<file path="src/rtl/prio_arb_nto1.sv">
// Registered N-requester arbiter with fixed-priority or round-robin
// selection and a hold-limit preemption counter.
module prio_arb_nto1 #(
    parameter int N        = 4,
    parameter int RR       = 0,
    parameter int MAX_HOLD = 8,
    localparam int W       = $clog2(N)
) (
    input  logic         clk,
    input  logic         reset,
    input  logic [N-1:0] req,
    output logic [N-1:0] gnt,
    output logic [W-1:0] gnt_idx,
    output logic         gnt_valid
);

    localparam int HW = (MAX_HOLD > 1) ? $clog2(MAX_HOLD) : 1;
    localparam logic [HW-1:0] HMAX =
        (MAX_HOLD > 0) ? HW'(MAX_HOLD - 1) : '0;

    typedef enum logic {
        IDLE  = 1'b0,
        GRANT = 1'b1
    } state_t;

    state_t         state_q, state_d;
    logic [N-1:0]   gnt_q, gnt_d;
    logic [W-1:0]   idx_q, idx_d;
    logic [W-1:0]   ptr_q, ptr_d;
    logic [HW-1:0]  hold_q, hold_d;

    logic [N-1:0]   others;
    logic [W-1:0]   win_all;
    logic [W-1:0]   win_pre;

    // Fixed: last set bit wins. RR: first set bit at or after the pointer.
    function automatic logic [W-1:0] pick(
        input logic [N-1:0] c,
        input logic [W-1:0] p
    );
        logic [W-1:0] w;
        logic         found;
        int           j;
        w     = '0;
        found = 1'b0;
        if (RR == 0) begin
            for (int i = 0; i < N; i++) begin
                if (c[i]) begin
                    w = W'(i);
                end
            end
        end else begin
            for (int off = 0; off < N; off++) begin
                j = int'(p) + off;
                if (j >= N) begin
                    j = j - N;
                end
                if (c[j] && !found) begin
                    w     = W'(j);
                    found = 1'b1;
                end
            end
        end
        return w;
    endfunction

    assign others  = req & ~gnt_q;
    assign win_all = pick(req, ptr_q);
    assign win_pre = pick(others, ptr_q);

    always_comb begin
        logic         do_grant;
        logic [W-1:0] widx;
        state_d  = state_q;
        gnt_d    = gnt_q;
        idx_d    = idx_q;
        ptr_d    = ptr_q;
        hold_d   = hold_q;
        do_grant = 1'b0;
        widx     = win_all;
        unique case (state_q)
            IDLE: begin
                if (|req) begin
                    do_grant = 1'b1;
                end
            end
            GRANT: begin
                if (!req[idx_q]) begin
                    if (|req) begin
                        do_grant = 1'b1;
                    end else begin
                        state_d = IDLE;
                        gnt_d   = '0;
                        idx_d   = '0;
                        hold_d  = '0;
                    end
                end else if (MAX_HOLD != 0 && hold_q == HMAX
                             && |others) begin
                    do_grant = 1'b1;
                    widx     = win_pre;
                end else if (MAX_HOLD != 0 && hold_q != HMAX) begin
                    hold_d = hold_q + 1'b1;
                end
            end
            default: begin
                state_d = IDLE;
            end
        endcase
        if (do_grant) begin
            state_d = GRANT;
            gnt_d   = N'(1) << widx;
            idx_d   = widx;
            hold_d  = '0;
            ptr_d   = (widx == W'(N - 1)) ? '0 : widx + 1'b1;
        end
    end

    always_ff @(posedge clk or posedge reset) begin
        if (reset) begin
            state_q <= IDLE;
            gnt_q   <= '0;
            idx_q   <= '0;
            ptr_q   <= '0;
            hold_q  <= '0;
        end else begin
            state_q <= state_d;
            gnt_q   <= gnt_d;
            idx_q   <= idx_d;
            ptr_q   <= ptr_d;
            hold_q  <= hold_d;
        end
    end

    assign gnt       = gnt_q;
    assign gnt_idx   = idx_q;
    assign gnt_valid = |gnt_q;

endmodule
</file>
<file path="config.mk">
export PLATFORM = sky130hd
export DESIGN_NAME = prio_arb_nto1
export DESIGN_NICKNAME = d
export VERILOG_FILES = /design/src/rtl/prio_arb_nto1.sv
export SDC_FILE = /design/constraint.sdc
export NUM_CORES = 1
export LEC_CHECK = 0
export CAP_MARGIN = 20
export CORE_MARGIN = 2
export CORE_UTILIZATION = 48
export CTS_CLUSTER_DIAMETER = 30
export DETAILED_ROUTE_END_ITERATION = 16
export PLACE_DENSITY_LB_ADDON = 0.3
export REMOVE_ABC_BUFFERS = 1
export SYNTH_ARGS = -nofsm -noshare
export SYNTH_HDL_FRONTEND = slang
export SYNTH_SLANG_ARGS = --single-unit
</file>
<file path="constraint.sdc">
create_clock -name clk -period 2.1 [get_ports clk]
set_clock_uncertainty 0.1 [all_clocks]
set_input_delay 0.315 -clock clk [delete_from_list [all_inputs] [get_ports clk]]
set_output_delay 0.315 -clock clk [all_outputs]
set_load 0.01 [all_outputs]
</file>
==> results of run 1 <==
-- cells in the final DEF, fill, tap and decap left out, types with 2 or more instances in the layout --
cell	instances
mux2i_1	3
ha_1	2
inv_1	3
nand2_2	2
clkdlybuf4s50_1	11
nand2b_1	4
buf_4	4
nand2_1	6
clkbuf_4	3
a22o_1	3
o21ai_1	2
o22ai_2	2
a21oi_1	2
dfrtp_1	10
nor2_1	4
-- repair_timing --
item | in CTS | in global routing
resized for setup | 1 | 0
hold buffers | 0 | 0
setup endpoints to repair | 1 | 0
-- power groups by stage --
stage,Combinational (W),Clock (W),Sequential (W)
2_1_floorplan,0.000261,0,0.000344
5_1_grt,0.000502,0.000137,0.000341
4_1_cts,0.000463,0.000126,0.000329
6_report,0.000459,0.000118,0.000330
3_3_place_gp,0.000466,0,0.000330
3_5_place_dp,0.000473,0,0.000333
-- critical path: cells and delay by family, from the launching register on --
kind / cells / cell delay (ns)
compound gates: 2 / 0.49
flops: 1 / 0.36
fa+ha+maj: 2 / 0.34
mux: 1 / 0.32
simple gates: 2 / 0.21
-- metrics by stage --
stage / cell area (um2) / setup slack, ns / std cells / hold WS [ns] / total power (W)
after detailed placement: 802 / -0.0285 / 90 / 0.413 / 0.000805
after CTS: 823 / 0.179 / 93 / 0.227 / 0.000919
final: 823 / 0.179 / 93 / 0.223 / 0.000907
after global routing: 823 / 0.0801 / 93 / 0.284 / 0.000980
after global placement: 802 / -0.00326 / 90 / 0.394 / 0.000797
after floorplan: 633 / 0.286 / 59 / 0.0552 / 0.000604
-- per-layer routing --
layer  global-route usage (%)  share of wire, %  vias to the layer above  wire [um]
li1                         -                 -                      264          -
met1                     24.7                49                      244        611
met2                     31.9                47                       12        585
met3                     3.33               3.9                        0         48
met4                     5.00                 0                        0          0
met5                        0                 0                        -          0
-- cells by family after synthesis --
group,after synthesis
compound gates,17
simple gates,21
mux,6
buf+inv,3
flops,10
fa+ha+maj,2
-- cell type report --
class	count	share of cell area, %
Clock buffer	3	2.74
Inverter	3	1.37
Multi-Input combinational cell	46	45.1
Tap cell	15	2.28
Sequential cell	10	30.4
Timing Repair Buffer	16	18.1
-- synth_stat cells, drive strengths merged --
master / instances
mux4: 1
a21boi: 2
nand2b: 4
o22ai: 2
a21oi: 2
nor2b: 1
nand3: 1
ha: 2
o21ai: 3
o32ai: 1
mux2: 2
a41oi: 1
or4: 1
mux2i: 3
inv: 3
a22o: 3
nand4: 1
nor2: 4
o21a: 1
dfrtp: 10
nand3b: 1
a32o: 2
nand2: 8
-- flip-flops by register name (all words and copies together) (netlist names) --
name     cells
gnt_idx      2
hold_q       3
gnt          4
state_q      1
-- worst min-delay path by stage --
stage / end / slack, ns / cells after the start
finish: gnt[0] / 0.22 / 2
global route: gnt_idx[1] / 0.28 / 2
detailed placement: hold_q[1] / 0.41 / 1
floorplan: gnt[0] / 0.06 / 1
global placement: hold_q[1] / 0.39 / 1
CTS: gnt[0] / 0.23 / 2
==> metrics.yaml, run 1 <==
placement:
  place.gp.congestion: 0.787
  io_buffers: 12
  dpl.hpwl_mm: 1.02
cells_and_area:
  multi_input_gate_area_um2: 372
  fillers: 108
  finalCoreUtilization_pct: 64.9
  area_growth_pct: 30.0
  register_area_um2: 250
  antenna_cells: 0
  drive_gt1_share_pct: 23.1
  nNetsFinal: 88
synth:
  synthDominantAreaCellType: "dfrtp_1"
  synth_simple_gate_area_share_pct: 18.0
  synth_area_um2: 633
  synth_xor_xnor_area_share_pct: 0
  synth_top_family_by_area: "compound AO/OA/AOI/OAI gates"
  ys_warn_count: 0
  ys_types: 28
  ys_ff_latch: 10
  postSynthAreaPerCell_um2: 10.7
  post_synthesis_compound_gate_area_fraction_pct: 23.7
  syn-instance-count: 59
  synth_top_cell_area_share_pct: 39.5
  ys_seq_area_share_pct: 39.5
  netlist_top_cells_area: "dfrtp_1 40%, mux2i_1 4.7%, mux4_1 4.2%, a22o_1 4.2%, ha_1 4.0%"
  synth.area.mux_share_pct: 13.0
  yosys.area_share.adder_pct: 3.95
detailed_routing:
  drc: 0
  post_drt_wl_per_cell_um: 13.4
  initialDrtViolationCount: 23
  routed_via_density: 5.59
  drt-pass1-iter-count: 4
  total_vias_in_the_final_route: 520
  final_antenna_net_count: 0
  detail_route.wirelength_mm: 1.25
pwr:
  max-vdd-ir-drop_uv: 633
  clockPowerShare_pct: 13.1
  pwr_density_cell_nw_per_um2: 1100
  p_sw_share_pct: 35.6
  p_seq_share_pct: 36.4
  power.switching_w: 0.000323
  p_int_w: 0.000584
  comb_power_share_pct: 50.6
  cellLeakagePower_nw: 0.374
worst_setup_path:
  worst-r2r-cell-count: 7
  regToRegStartpoint: "hold_q[0]"
  criticalPathCategory: "reg -> reg"
  crit_slowest_cell: "dfrtp_1"
  timing.critical_path.slowest_cell_delay_ns: 0.36
  crit_fanout: 4
  reg2reg_setup_slack_ns: 0.18
  path_common_cell: "ha_1"
  critPathArrivalTime_ns: 1.96
  crit_required_ns: 2.14
  worst_setup_path_startpoint: "hold_q[0]"
  crit_path_end: "gnt[0]"
  setup.worst_path.start_class: "flip-flop"
  crit_path_cell_trace: "ha_1 > ha_1 > nand3_1 > o22ai_2 > nand2_2 > mux2_4 > a32o_2"
  cp-end-kind: "flip-flop"
  rr_endpoint: "gnt[0]"
sta:
  timing_hold_violations_final: 0
  max_slew_margin_pct: 76.4
  transition_at_the_pin_with_the_smallest_max_transition_slack_ns: 0.354
  timing.final.setup_violations: 0
  fmax_mhz: 521
  totalNegativeSetupSlack_ns: 0
  post-route-min-period_ns: 1.92
  final-max-slew-violation-count: 0
  rsz_0062_raised_after_global_routing: "no"
  period_share_pct: 91.5
grt:
  grt_overflow_total: 0
  grt_util_all_layers_pct: 18.8
  vias_in_the_first_global_route: 498
  number_of_antenna_violations_at_the_first_check_in_global_routing: 0
  maximum_number_of_pins_on_one_net_before_global_route_repair: 11
  global_route_wire_length_before_repair_mm: 2.01
die:
  chipHeight_um: 40.3
  start_util_pct: 49.9
  core_um2: 1270
  placementRows: 13
  die_outline_width_um: 40.3
  die_footprint_um2: 1630
  pin_count: 13
clock_tree:
  tritoncts: "yes"
  clk_pin_slew_worst_paths_ns: 0.06
  cts_buffer_depth: 2
  worst_skew_pair.late_latency_ns: 0.25
  numCtsBuffers: 3
  cts_root_buffer: "clkbuf_4"
  cts.sinks: 10
  cts.htree.levels: 1
  post-cts-setup-buffer-count: 0
run_status:
  status: "completed"
flow_run:
  drv.max_cap_violation_count: 0
hold_path:
  worstHoldPathType: "in -> async"
(Power assumes the default switching activity.)
==> run 2, diff against run 1 <==
--- a/config.mk
+++ b/config.mk
@@ -11,7 +11,6 @@
 export CTS_CLUSTER_DIAMETER = 30
 export DETAILED_ROUTE_END_ITERATION = 16
 export PLACE_DENSITY_LB_ADDON = 0.3
-export REMOVE_ABC_BUFFERS = 1
 export SYNTH_ARGS = -nofsm -noshare
 export SYNTH_HDL_FRONTEND = slang
 export SYNTH_SLANG_ARGS = --single-unit
==> results of run 2 <==
Final layout, timing and power as in run 1 (identical DEF).
